File: config.mk
export PLATFORM = sky130hd
export DESIGN_NAME = ramp_adc_scheduler
export DESIGN_NICKNAME = d
export VERILOG_FILES = /design/src/rtl/ramp_adc_scheduler.sv
export SDC_FILE = /design/constraint.sdc
export NUM_CORES = 1
export LEC_CHECK = 0
export CELL_PAD_IN_SITES_DETAIL_PLACEMENT = 1
export CELL_PAD_IN_SITES_GLOBAL_PLACEMENT = 1
export CORE_MARGIN = 5
export CORE_UTILIZATION = 45
export CTS_CLUSTER_DIAMETER = 80
export CTS_CLUSTER_SIZE = 16
export DETAILED_ROUTE_END_ITERATION = 16
export DONT_BUFFER_PORTS = 1
export GPL_TIMING_DRIVEN = 0
export PLACE_DENSITY_LB_ADDON = 0.1
export RECOVER_POWER = 100
export SLEW_MARGIN = 20
export SYNTH_ARGS = -nofsm -noshare
export SYNTH_HDL_FRONTEND = slang
export SYNTH_SLANG_ARGS = --single-unit
File: constraint.sdc
create_clock -name clk -period 16.5 [get_ports clk]
set_input_delay 2.475 -clock clk [delete_from_list [all_inputs] [get_ports clk]]
set_output_delay 2.475 -clock clk [all_outputs]
set_load 0.005 [all_outputs]
File: src/rtl/ramp_adc_scheduler.sv
// rtl/ramp_adc_scheduler.sv - round-robin ramp-ADC conversion scheduler
// Time-shares one comparator bit across NUM_CH muxed inputs and scales the averaged count.
module ramp_adc_scheduler #(
  parameter int NUM_CH         = 4,
  parameter int AVG_POW        = 8,
  parameter int SETTLE_CYCLES  = 16,
  parameter int SCALING_FACTOR = 79993,
  parameter int SHIFT_FACTOR   = 19
) (
  input  logic                      clk,
  input  logic                      reset_n,
  input  logic                      run,
  input  logic [NUM_CH-1:0]         ch_enable,
  input  logic                      duty_data,
  output logic [$clog2(NUM_CH)-1:0] mux_sel,
  output logic                      sample_active,
  output logic                      busy,
  output logic                      res_valid,
  input  logic                      res_ready,
  output logic [$clog2(NUM_CH)-1:0] res_channel,
  output logic [15:0]               res_raw,
  output logic [15:0]               res_data
);

  localparam int CW      = $clog2(NUM_CH);
  localparam int ACQ_LEN = 2 ** (AVG_POW + 1);
  localparam int CNT_MAX = (SETTLE_CYCLES > ACQ_LEN) ? SETTLE_CYCLES : ACQ_LEN;
  localparam int CNTW    = $clog2(CNT_MAX);
  localparam int PW      = 16 + $clog2(SCALING_FACTOR) + 1;

  localparam logic [2:0] IDLE    = 3'd0;
  localparam logic [2:0] SETTLE  = 3'd1;
  localparam logic [2:0] ACQUIRE = 3'd2;
  localparam logic [2:0] SCALE1  = 3'd3;
  localparam logic [2:0] SCALE2  = 3'd4;
  localparam logic [2:0] OUTPUT  = 3'd5;

  logic [2:0]         state;
  logic [CNTW-1:0]    cnt;
  logic [AVG_POW:0]   acc;
  logic [15:0]        ave_q;
  logic [PW-1:0]      prod;
  logic               picked;

  logic [CW-1:0]      start_ch;
  logic [NUM_CH-1:0]  rot;
  logic [CW-1:0]      offset;
  logic [CW:0]        sum;
  logic [CW-1:0]      next_ch;
  logic               found;
  logic [15:0]        ave_next;
  logic               strobe;

  assign sample_active = (state == ACQUIRE);
  assign busy          = (state != IDLE);
  // Strobe is the low bit of the acquire counter, so it starts at 0 and toggles every cycle.
  assign strobe        = cnt[0];

  // Until the first selection after reset the search begins at channel 0.
  always_comb begin
    start_ch = '0;
    if (picked && (mux_sel != CW'(NUM_CH - 1)))
      start_ch = mux_sel + CW'(1);
  end

  always_comb begin
    rot    = NUM_CH'({ch_enable, ch_enable} >> start_ch);
    found  = 1'b0;
    offset = '0;
    for (int i = 0; i < NUM_CH; i++) begin
      if (!found && rot[i]) begin
        found  = 1'b1;
        offset = CW'(i);
      end
    end
    sum = {1'b0, start_ch} + {1'b0, offset};
    if (sum >= (CW+1)'(NUM_CH))
      sum = sum - (CW+1)'(NUM_CH);
    next_ch = sum[CW-1:0];
  end

  always_comb begin
    ave_next = 16'(acc[AVG_POW-1:0]) << (16 - AVG_POW);
    if (acc[AVG_POW])
      ave_next = 16'hFFFF;
  end

  always_ff @(posedge clk or negedge reset_n) begin
    if (!reset_n) begin
      state       <= IDLE;
      cnt         <= '0;
      acc         <= '0;
      ave_q       <= '0;
      prod        <= '0;
      picked      <= 1'b0;
      mux_sel     <= '0;
      res_valid   <= 1'b0;
      res_channel <= '0;
      res_raw     <= '0;
      res_data    <= '0;
    end else begin
      case (state)
        IDLE: begin
          if (run && found) begin
            mux_sel <= next_ch;
            picked  <= 1'b1;
            cnt     <= '0;
            state   <= SETTLE;
          end
        end
        SETTLE: begin
          if (cnt == CNTW'(SETTLE_CYCLES - 1)) begin
            cnt   <= '0;
            acc   <= '0;
            state <= ACQUIRE;
          end else begin
            cnt <= cnt + CNTW'(1);
          end
        end
        ACQUIRE: begin
          if (strobe)
            acc <= acc + (AVG_POW+1)'(duty_data);
          if (cnt == CNTW'(ACQ_LEN - 1))
            state <= SCALE1;
          else
            cnt <= cnt + CNTW'(1);
        end
        SCALE1: begin
          ave_q <= ave_next;
          prod  <= PW'(ave_next) * PW'(SCALING_FACTOR);
          state <= SCALE2;
        end
        SCALE2: begin
          res_data    <= 16'(prod >> SHIFT_FACTOR);
          res_raw     <= ave_q;
          res_channel <= mux_sel;
          res_valid   <= 1'b1;
          state       <= OUTPUT;
        end
        OUTPUT: begin
          if (res_ready) begin
            res_valid <= 1'b0;
            if (run && found) begin
              mux_sel <= next_ch;
              picked  <= 1'b1;
              cnt     <= '0;
              state   <= SETTLE;
            end else begin
              state <= IDLE;
            end
          end
        end
        default: state <= IDLE;
      endcase
    end
  end

endmodule

## Word level (Yosys, flattened, before mapping)

Cells that the tools add are included.

| storage, ports and cells | value |
|---|---|
| bits of input ports | 9 |
| logic and storage cells | 84 |
| output and inout bits | 39 |
| register bits after elaboration | 106 |

| operators by class | value |
|---|---|
| magnitude comparators | 1 |
| muxes and demuxes | 32 |
| add/subtract/negate cells | 5 |
| shift-type cells | 1 |
| reductions and logical operators | 19 |
| eq/ne operators | 14 |
| multipliers | 1 |

Operators with widths:

| operator | count |
|---|---|
| two-way mux 9 bit | 6 |
| one-hot mux 9 bit (4 select lines) | 1 |
| multiplier 16 x 17 -> 33 bit (second input constant) | 1 |
| one-hot mux 3 bit (6 select lines) | 1 |
| one-hot mux 9 bit (2 select lines) | 1 |
| two-way mux 16 bit | 1 |
| two-way mux 2 bit | 6 |
| two-way mux 3 bit | 4 |
| != test 2 bit (second input constant) | 5 |
| adder 9 x 1 -> 9 bit | 1 |
| adder 9 x 1 -> 9 bit (second input constant) | 1 |
| == test 9 x 4 -> 1 bit (second input constant) | 1 |
| == test 9 bit (second input constant) | 1 |
| two-way mux 1 bit | 9 |
| right shift 8 x 2 -> 4 bit | 1 |
| == test 3 x 2 -> 1 bit (second input constant) | 2 |
| == test 3 bit (second input constant) | 2 |
| AND reduction 3 bit | 2 |
| nonzero test 2 bit | 3 |
| logical AND 1 bit | 5 |
| != test 2 x 1 -> 1 bit (second input constant) | 2 |
| one-hot mux 1 bit (2 select lines) | 2 |
| one-hot mux 2 bit (2 select lines) | 1 |
| AND reduction 2 bit | 2 |
| other kinds (10) | 12 |

## Longest topological paths before layout

Gate-level depths: netlist of the first run.

| depth | value |
|---|---|
| word-level depth | 20 |
| gate-level depth with buffers | 20 |
| depth with buffers taken out | 20 |

## Worst setup path before layout of the first run

No wires, ideal clock.

| path | value |
|---|---|
| path type | reg2reg |
| start | register acc[8] |
| end | register prod[28] |
| library setup time | 135 ps |
| required time | 16,365 ps |
| path slack | 10,843 ps |
| path buffers | 1 |
| stages on the path, launching flop included | 17 |
| clock period less this slack | 5,657 ps |
| arrival | 5,522 ps |
| path through | dfrtp_1 > clkbuf_1 > nor2_1 > fa_1 > inv_1 > ha_1 > fa_1 > fa_1 > fa_1 > fa_1 > ha_1 > a211o_1 > a311oi_2 > nor3_2 > or3_4 > a211oi_2 > o41ai_1 |

| between the ends | value |
|---|---|
| cells in the longest elaborated chain, start to end | 2 |

Ends and longest elaborated chain:

| what | RTL line | RTL |
|---|---|---|
| start, declared | 40 | `logic [AVG_POW:0] acc;` |
| start signal, assigned | 122 | `acc <= acc + (AVG_POW+1)'(duty_data);` |
| two-way mux 16 bit | 84 | `if (acc[AVG_POW])` |
| multiplier 16 x 17 -> 33 bit | 130 | `prod <= PW'(ave_next) * PW'(SCALING_FACTOR);` |
| end signal, assigned | 130 |  |
| end, declared | 42 | `logic [PW-1:0] prod;` |

Every way passes these cells.
A chain may end at the register's enable or synchronous reset.

## Final worst setup path of the first run

| path | value |
|---|---|
| start | register acc[8] |
| end | register prod[30] |

Same word-level chain as after synthesis.

==> results of run 1 <==
[stage by stage]
| step | setup slack (ps) | util, % |
|---|---|---|
| 2_1_floorplan | 10840 | - |
| 3_3_place_gp | 10140 | 47.72 |
| 3_5_place_dp | 10040 | 47.72 |
| 4_1_cts | 10010 | 49.86 |
| 5_1_grt | 9350 | 49.46 |
| 6_report | 9769 | 49.46 |
[cell usage in the layout, fill, tap and decap left out, types with 10 or more instances in the layout]
| master | netlist | layout |
|---|---|---|
| a21oi_1 | 29 | 30 |
| clkbuf_1 | 14 | 21 |
| conb_1 | 2 | 10 |
| dfrtp_1 | 73 | 73 |
| fa_1 | 40 | 40 |
| ha_1 | 87 | 87 |
| inv_1 | 85 | 85 |
| mux2_2 | 30 | 29 |
| nand2_1 | 48 | 48 |
| nand3_1 | 16 | 16 |
| nor2_1 | 42 | 42 |
| o21ai_0 | 36 | 37 |
| xnor2_1 | 18 | 18 |
[state kept, by name, indices dropped and copies added (netlist names)]
| register | count |
|---|---|
| res_channel | 2 |
| ave_q | 9 |
| state | 3 |
| prod | 14 |
| res_valid | 1 |
| res_data | 14 |
| res_raw | 9 |
| acc | 9 |
| mux_sel | 2 |
| cnt | 9 |
| picked | 1 |
[final timing paths]
check / to / from / slack (ps) / depth (start not counted)
max: prod[30]$_DFFE_PN0P_ / acc[8]$_DFFE_PN0P_ / 9770 / 19
min: prod[21]$_DFFE_PN0P_ / prod[21]$_DFFE_PN0P_ / 480 / 2
max reg2reg: prod[30]$_DFFE_PN0P_ / acc[8]$_DFFE_PN0P_ / 9770 / 19
min reg2reg: prod[21]$_DFFE_PN0P_ / prod[21]$_DFFE_PN0P_ / 480 / 2
max in group asynchronous: prod[24]$_DFFE_PN0P_ / reset_n / 14520 / 0
min in group asynchronous: cnt[1]$_DFFE_PN0P_ / reset_n / 1820 / 0
[worst min-delay path, cell delays in order (launching register included)]
cell and delay (ps):
dfrtp_1 340, nand2_1 40, o21ai_0 60
[cells by family after synthesis]
kind of cell,Yosys count
AOI/OAI and AO/OA,122
buffers and inverters,116
and+or+nand+nor,162
adders and majority gates,127
muxes,32
xor gates and xnor gates,23
other,2
DFF,73
[cell type report]
| type | count | share of cell area (%) |
|---|---|---|
| well taps | 180 | 3.280 |
| plain buffers | 31 | 2.205 |
| inverters | 85 | 4.647 |
| flip-flops and latches | 73 | 26.61 |
| clock buffers | 9 | 3.280 |
| clock inverters | 7 | 1.039 |
| multi-input cells | 476 | 58.94 |
[routing by layer]
layer / GRT usage, % / up-vias / share of wire, %
met5: 0 / - / 0
met4: 6.053 / 0 / 1.6
met3: 3.155 / 19 / 4.2
met2: 34.42 / 84 / 50
met1: 25.84 / 2362 / 44
li1: - / 2253 / -
==> metrics, run 1 <==
DIE HEIGHT 129.0 um; area grow syn2layout 7.800%; syn avg cell area slightly below 10 um^2; RSZ-0062 raised after global routing no; gr usage total ~20%; Detailed Place HPWL between 10 and 15 mm; placed insts between 800 and 900; 1st-iter DRT viols 173; clk sinks 73; core region area around 14000 um^2; final cell count without fillers 861; PortBufs 0; initial antenna violation count 0; relative slew slack around 28%; antenna viol nets, final 0; routed via count 4718; post-synth top area share around 29%; overall routed net length ~15 mm; post-synthesis mux area share 5.619%; Yosys cell types between 60 and 70; async set or reset register ratio after synthesis 100.0%; pins over their slew limit 0; delay of the slowest critical-path stage ~690 ps; post-synthesis sequential area ratio approximately 29%; Synth area leader dfrtp_1; DIE AREA around 17000 um^2; Final Skew 8.786 ps; Synth Area in Compound Gates approximately an eighth; largest net degree at the start of global routing 74; Max Cap Viol 0; synth top area cells dfrtp_1, ha_1, fa_1, mux2_2, inv_1; Mapped Area between 6000 and 7000 um^2; status finished, final reports clean; fill count approximately 1.6k; Std-Cell Rows 43; worst path buffer plus inverter count 4; Placement Cell Area 6624 um^2; Resized Gates After CTS 0; largest fanout on the critical path 11; GP Congestion 0.9269; post-synthesis simple-gate area fraction roughly 12%; final setup fails 0; CTS tree built; worst path arrival time slightly below 7000 ps; Clock Latency Late Sink 350 ps; total gr overflow 0; routed vias/inst between 5 and 6; Post-CTS Setup Bufs 0; layout cell share with drive strength beyond 1 approximately a tenth; Fin. Hold Viols 0; crit-path most repeated cell ha_1; FMAX ~0.15 GHz; Worst Tran Pin Value 1056 ps; Post-synth EDFFs 0; xor/xnor cell area share of the yosys netlist under 10%; Starting Density 45.88%; Ys Warns 0; FF+latch count, synth 73; Final period util between 40% and 50%; CTS H-Tree Depth 3; kind of critical path reg2reg; Adder-Cell Fraction of Synth Area 29.67%; Crit path max-delay family adder cells; CP max-delay cell dfrtp_1; Num CTS Buffers 9; DRT Pass-1 Iters 4; Hold WS between 400 and 500 ps; crit end category flop; root buf cell clkbuf_16; Critical Path Source Type flop; vias in the first global route just over 5k; Tmin final between 6000 and 7000 ps; Die X ~130 um; Synth Flop Type dfrtp_1; DRC violations left 0; Register Area ~1800 um^2; Worst Hold Class reg2reg; global-route wire length before repair ~26 mm; Setup TNS Final 0 ps; post-synthesis cell count between 600 and 700; list of most frequent post-synthesis cells ha_1, inv_1, dfrtp_1; CP cell instances clkbuf_1 > clkbuf_1 > nor2_1 > ha_1 > nand2b_1 > ha_1 > inv_1 > fa_1 > fa_1 > inv_1 > fa_1 > ha_1 > ha_1 > and4_1 > nand3_1 > or3b_1 > a21oi_1 > a21oi_1 > o221a_1; Nets 812; largest family of logic cells by synthesized area adder cells; Final Cell Area roughly 7000 um^2; ANT cells 0; Avg WL per Cell about 18 um; CTS clock-pin slew for the worst setup and hold paths 60 ps; CP required roughly 17000 ps; hold_buf cts 0; Clock Path Buffers 2; Multi-input gate area 4046 um^2; I/O pins 48; count leader, synth ha_1
Power of run 1 is not shown: default switching activity piles up to over one toggle a cycle in this logic, so the estimate is an artifact.
==> run 2: changes to the inputs <==
- clock period: 16.5 -> 5.6 ns (I/O delays scaled with it)
==> run 2 against run 1 <==
Via count grew 2.1%. Critical path type unchanged. Register-to-register slack got worse by 9800 ps. Largest cell class unchanged. The flow now finishes with violations (setup timing). Sequential share of layout area fell by 1.1 points. First-iteration DRC count rose by 28%.
==> metrics, run 2 (same netlist as run 1, synthesis figures left out) <==
status finished, violations left; failing checks setup timing; Crit path max-delay family adder cells; root buf cell clkbuf_16; Num CTS Buffers 9; Starting Density a little under half; DRC violations left 0; Top Usage Layer GRT met2; pins over their slew limit 0; overall routed net length approximately 16 mm; initial antenna violation count 0; Final period util 100.2%; Max Cap Viol 0; routed vias/inst 5.538; worst path buffer plus inverter count 2; core region area about 14000 um^2; largest registers prod: 14 flops, res_data: 14 flops; gr usage total about a fifth; I/O pins 48; CTS clock-pin slew for the worst setup and hold paths 60 ps; CP cell instances clkbuf_16 > nor2_4 > fa_1 > inv_2 > ha_4 > fa_2 > fa_1 > fa_1 > fa_1 > ha_4 > a211o_1 > a311oi_4 > nor3_4 > or3_4 > a211oi_2 > o41ai_1; CTS H-Tree Depth 3; delay of the slowest critical-path stage approximately 600 ps; Avg WL per Cell between 15 and 20 um; crit end category flop; Clock Latency Late Sink ~340 ps; largest net degree at the start of global routing between 70 and 80; clk sinks between 70 and 80; CTS tree built; grt met1 use around a quarter; final setup fails 1; 1st-iter DRT viols between 200 and 250; area grow syn2layout 12.75%; r2r setup slk -10 ps; final cell count without fillers 870; leading cell types in the layout, fill and taps excluded ha_1, inv_1, dfrtp_1, nand2_1, fa_1; global-route wire length before repair about 26 mm; Final Skew about 9 ps; Tmin final around 5600 ps; GP Congestion roughly 0.9; routed via count 4818; largest fanout on the critical path 5; Die X 129.0 um; kind of critical path reg2reg; Worst Tran Pin Value just under 1000 ps; final worst slack -11.50 ps; vias in the first global route 5259; CP required roughly 5800 ps; DIE AREA ~17000 um^2; antenna viol nets, final 0; R2R Path End prod[28]$_DFFE_PN0P_; most common cell after layout, fill and taps aside ha_1; CP max-delay cell fa_2; Fin. Hold Viols 0; DRT Pass-1 Iters 4; total gr overflow 0; PortBufs 0; R2R depth 16; Setup TNS Final -11.50 ps; hold_buf cts 0; FMAX about 0.18 GHz; Clock Path Buffers 2; Worst Hold Class in2async; met2 Usage GRT 34.02%; M3 GR Usage 3.404%; crit-path most repeated cell fa_1; placed insts roughly 850; relative slew slack between 30% and 40%; Critical Path Source Type flop; worst path arrival time 5810 ps; DIE HEIGHT roughly 130 um; RSZ-0062 raised after global routing yes; ANT cells 0; Std-Cell Rows 43; Detailed Place HPWL 12.27 mm; pre-CTS setup slack -698.4 ps; layout cell share with drive strength beyond 1 roughly 17%; Nets about 820; reg-to-reg startpoint acc[8]$_DFFE_PN0P_; Layout Utilization 51.73%
## run 2: area by class of cell
| type | count | area [um^2] |
|---|---|---|
| Clock buffer | 13 | 250.2 |
| Fill cell | 1574 | 6700 |
| Inverter | 85 | 319.1 |
| Sequential cell | 73 | 1829 |
| Tap cell | 180 | 225.2 |
| Timing Repair Buffer | 10 | 78.83 |
| Buffer | 30 | 172.7 |
| Clock inverter | 3 | 40.04 |
| Multi-Input combinational cell | 476 | 4265 |
## run 2: what timing repair did
item | 4_1_cts | 5_1_grt
gates cloned | 0 | 1
setup buffers | 4 | 5
endpoints found under the setup margin | 14 | 12
gates resized for setup | 26 | 31
pin swaps | 6 | 23
## run 2: metrics by stage
step / hold WS (ps) / cell area, um^2
after global routing: 179.4 / 7181
after detailed placement: 468.0 / 6625
after global placement: 459.9 / 6625
after floorplan: 437.6 / 6400
after CTS: 179.3 / 7049
final: 194.1 / 7181
## run 2: worst max path at each step
stage	from	endpoint	depth (start not counted)
2_1_floorplan	acc[8]$_DFFE_PN0P_	prod[28]$_DFFE_PN0P_	16
3_3_place_gp	acc[8]$_DFFE_PN0P_	prod[28]$_DFFE_PN0P_	16
3_5_place_dp	acc[8]$_DFFE_PN0P_	prod[28]$_DFFE_PN0P_	18
4_1_cts	acc[8]$_DFFE_PN0P_	prod[28]$_DFFE_PN0P_	20
5_1_grt	acc[8]$_DFFE_PN0P_	prod[25]$_DFFE_PN0P_	20
6_report	acc[8]$_DFFE_PN0P_	prod[28]$_DFFE_PN0P_	16
## run 2: layer usage
layer / vias to the layer above / wire (um)
li1: 2264 / -
met4: 0 / 361
met1: 2434 / 6821
met2: 94 / 7968
met3: 26 / 593
met5: - / 0
Power of run 2 is left out for the same reason.
==> run 3: changes to the inputs <==
- MAX_ROUTING_LAYER: default -> met4
- PLACE_DENSITY: default -> 0.86
- PLACE_DENSITY_LB_ADDON: 0.1 -> default
==> run 3 against run 2 <==
The flow still finishes with violations (setup timing). Worst hold slack worse by 9.8 ps. Setup slack worse by 120 ps. First-iteration DRC count up 74%.
==> metrics, run 3 (same netlist as run 1, synthesis figures left out) <==
status finished, violations left; failing checks setup timing; total gr overflow 0; 1st-iter DRT viols about 380; GP Congestion 0.8888; RSZ-0062 raised after global routing yes; Final Cell Area slightly above 7000 um^2; Std-Cell Rows 43; final worst slack -132.5 ps; DIE AREA ~17000 um^2; largest net degree at the start of global routing 74; routed vias/inst just under 6; Detailed Place HPWL 12.70 mm; crit end category flop; hold_buf cts 0; overall routed net length between 15 and 20 mm; r2r setup slk -130 ps; Die X roughly 130 um; largest registers prod: 14 flops, res_data: 14 flops; Clock Latency Late Sink approximately 350 ps; M3 GR Usage 2.989%; root buf cell clkbuf_16; Avg WL per Cell between 20 and 25 um; Clock Path Buffers 2; Hold WS between 150 and 200 ps; Nets ~820; Top Usage Layer GRT met2; pre-CTS setup slack -714.2 ps; core region area about 14000 um^2; delay of the slowest critical-path stage between 500 and 600 ps; FMAX roughly 0.17 GHz; R2R depth 21; R2R Path End prod[32]$_DFFE_PN0P_; Max Cap Viol 0; leading cell types in the layout, fill and taps excluded inv_1, ha_1, dfrtp_1, nand2_1, fa_1; Critical Path Source Type flop; met2 Usage GRT between 30 and 40%; Worst Hold Class in2async; final setup fails 7; CP required between 5000 and 6000 ps; antenna viol nets, final 0; relative slew slack between 10% and 20%; DRT Pass-1 Iters 8; pins over their slew limit 0; Starting Density 45.88%; vias in the first global route 5646; initial antenna violation count 0; CP max-delay cell fa_1; Worst Tran Pin Value between 1000 and 1500 ps; most common cell after layout, fill and taps aside inv_1; DIE HEIGHT ~130 um; Final period util 102.4%; worst path arrival time about 6000 ps; grt met1 use 28.76%; DRC violations left 0; gr usage total about a quarter; CTS clock-pin slew for the worst setup and hold paths approximately 60 ps; largest fanout on the critical path 10; Layout Utilization a little over half; CP cell instances clkbuf_16 > clkbuf_4 > nor2_4 > ha_1 > nand2b_2 > ha_1 > inv_1 > fa_1 > fa_1 > inv_1 > fa_1 > ha_1 > ha_2 > nand4_1 > a21o_1 > nor3_4 > buf_4 > buf_6 > nor3_4 > a2111o_1 > o211ai_1; Tmin final 5732 ps; global-route wire length before repair roughly 30 mm; routed via count around 5k; kind of critical path reg2reg; Placement Cell Area 6625 um^2; Final Skew roughly 5.7 ps; ANT cells 0; clk sinks 73; CTS H-Tree Depth 3; reg-to-reg startpoint acc[8]$_DFFE_PN0P_; CTS tree built; Fin. Hold Viols 0; fill count ~1.6k; I/O pins 48; area grow syn2layout 13.97%; layout cell share with drive strength beyond 1 around 18%; PortBufs 0; Num CTS Buffers 9
==> run 3: cell count changes in the layout (fill, tap and decap cells not counted), moves of 2 or more <==
cell / delta
buf_4: +2
inv_1: +4
xnor2_2: +2
inv_2: -4
clkbuf_1: -2
ha_1: -3
xnor2_1: -2
ha_2: +2
==> run 3: worst max-delay path, delay by kind of cell, from the launching register on <==
family                     cells  cell delay, ps
AOI/OAI and AO/OA              3             720
adders and majority gates      7            2720
DFF                            1             460
and+or+nand+nor                5             860
buffers and inverters          6             860
==> run 3: how the worst max path moves through the flow <==
stage | cells past startpoint | endpoint | start | slack (ps)
2_1_floorplan | 16 | prod[28]$_DFFE_PN0P_ | acc[8]$_DFFE_PN0P_ | 40
3_3_place_gp | 18 | prod[30]$_DFFE_PN0P_ | acc[8]$_DFFE_PN0P_ | -570
3_5_place_dp | 18 | prod[30]$_DFFE_PN0P_ | acc[8]$_DFFE_PN0P_ | -710
4_1_cts | 18 | prod[28]$_DFFE_PN0P_ | acc[8]$_DFFE_PN0P_ | -40
5_1_grt | 20 | prod[25]$_DFFE_PN0P_ | acc[8]$_DFFE_PN0P_ | -250
6_report | 21 | prod[32]$_DFFE_PN0P_ | acc[8]$_DFFE_PN0P_ | -130
==> run 3: per-layer routing <==
| layer | up-vias | routed length [um] | share of wire [%] |
|---|---|---|---|
| li1 | 2273 | - | - |
| met1 | 2620 | 7715 | 39 |
| met4 | 0 | 742 | 3.8 |
| met3 | 56 | 1008 | 5.1 |
| met2 | 186 | 10160 | 52 |
| met5 | - | 0 | 0 |
==> run 3: final cells by class <==
class / instances / area (um^2) / area share, %
tap: 180 / 225.2 / 3.103
buffer: 30 / 168.9 / 2.327
inverter: 85 / 319.1 / 4.396
sequential: 73 / 1829 / 25.20
timing repair buffer: 13 / 107.6 / 1.483
multi-input combinational: 476 / 4313 / 59.42
clock buffer: 10 / 239.0 / 3.293
clock inverter: 5 / 56.30 / 0.7757
==> run 3: per-stage QoR <==
step / instances / setup TNS, ps
global placement: 845 / -5348
floorplan: 665 / 0
global route: 872 / -1740
detailed placement: 845 / -7557
finish: 872 / -558.0
CTS: 865 / -44.25
==> run 3: repair_timing <==
action / CTS / global route
setup buffers: 4 / 8
setup endpoints to repair: 14 / 13
pin swaps: 17 / 12
gates cloned: 1 / 0
resized for setup: 36 / 28
Power of run 3 is left out for the same reason.
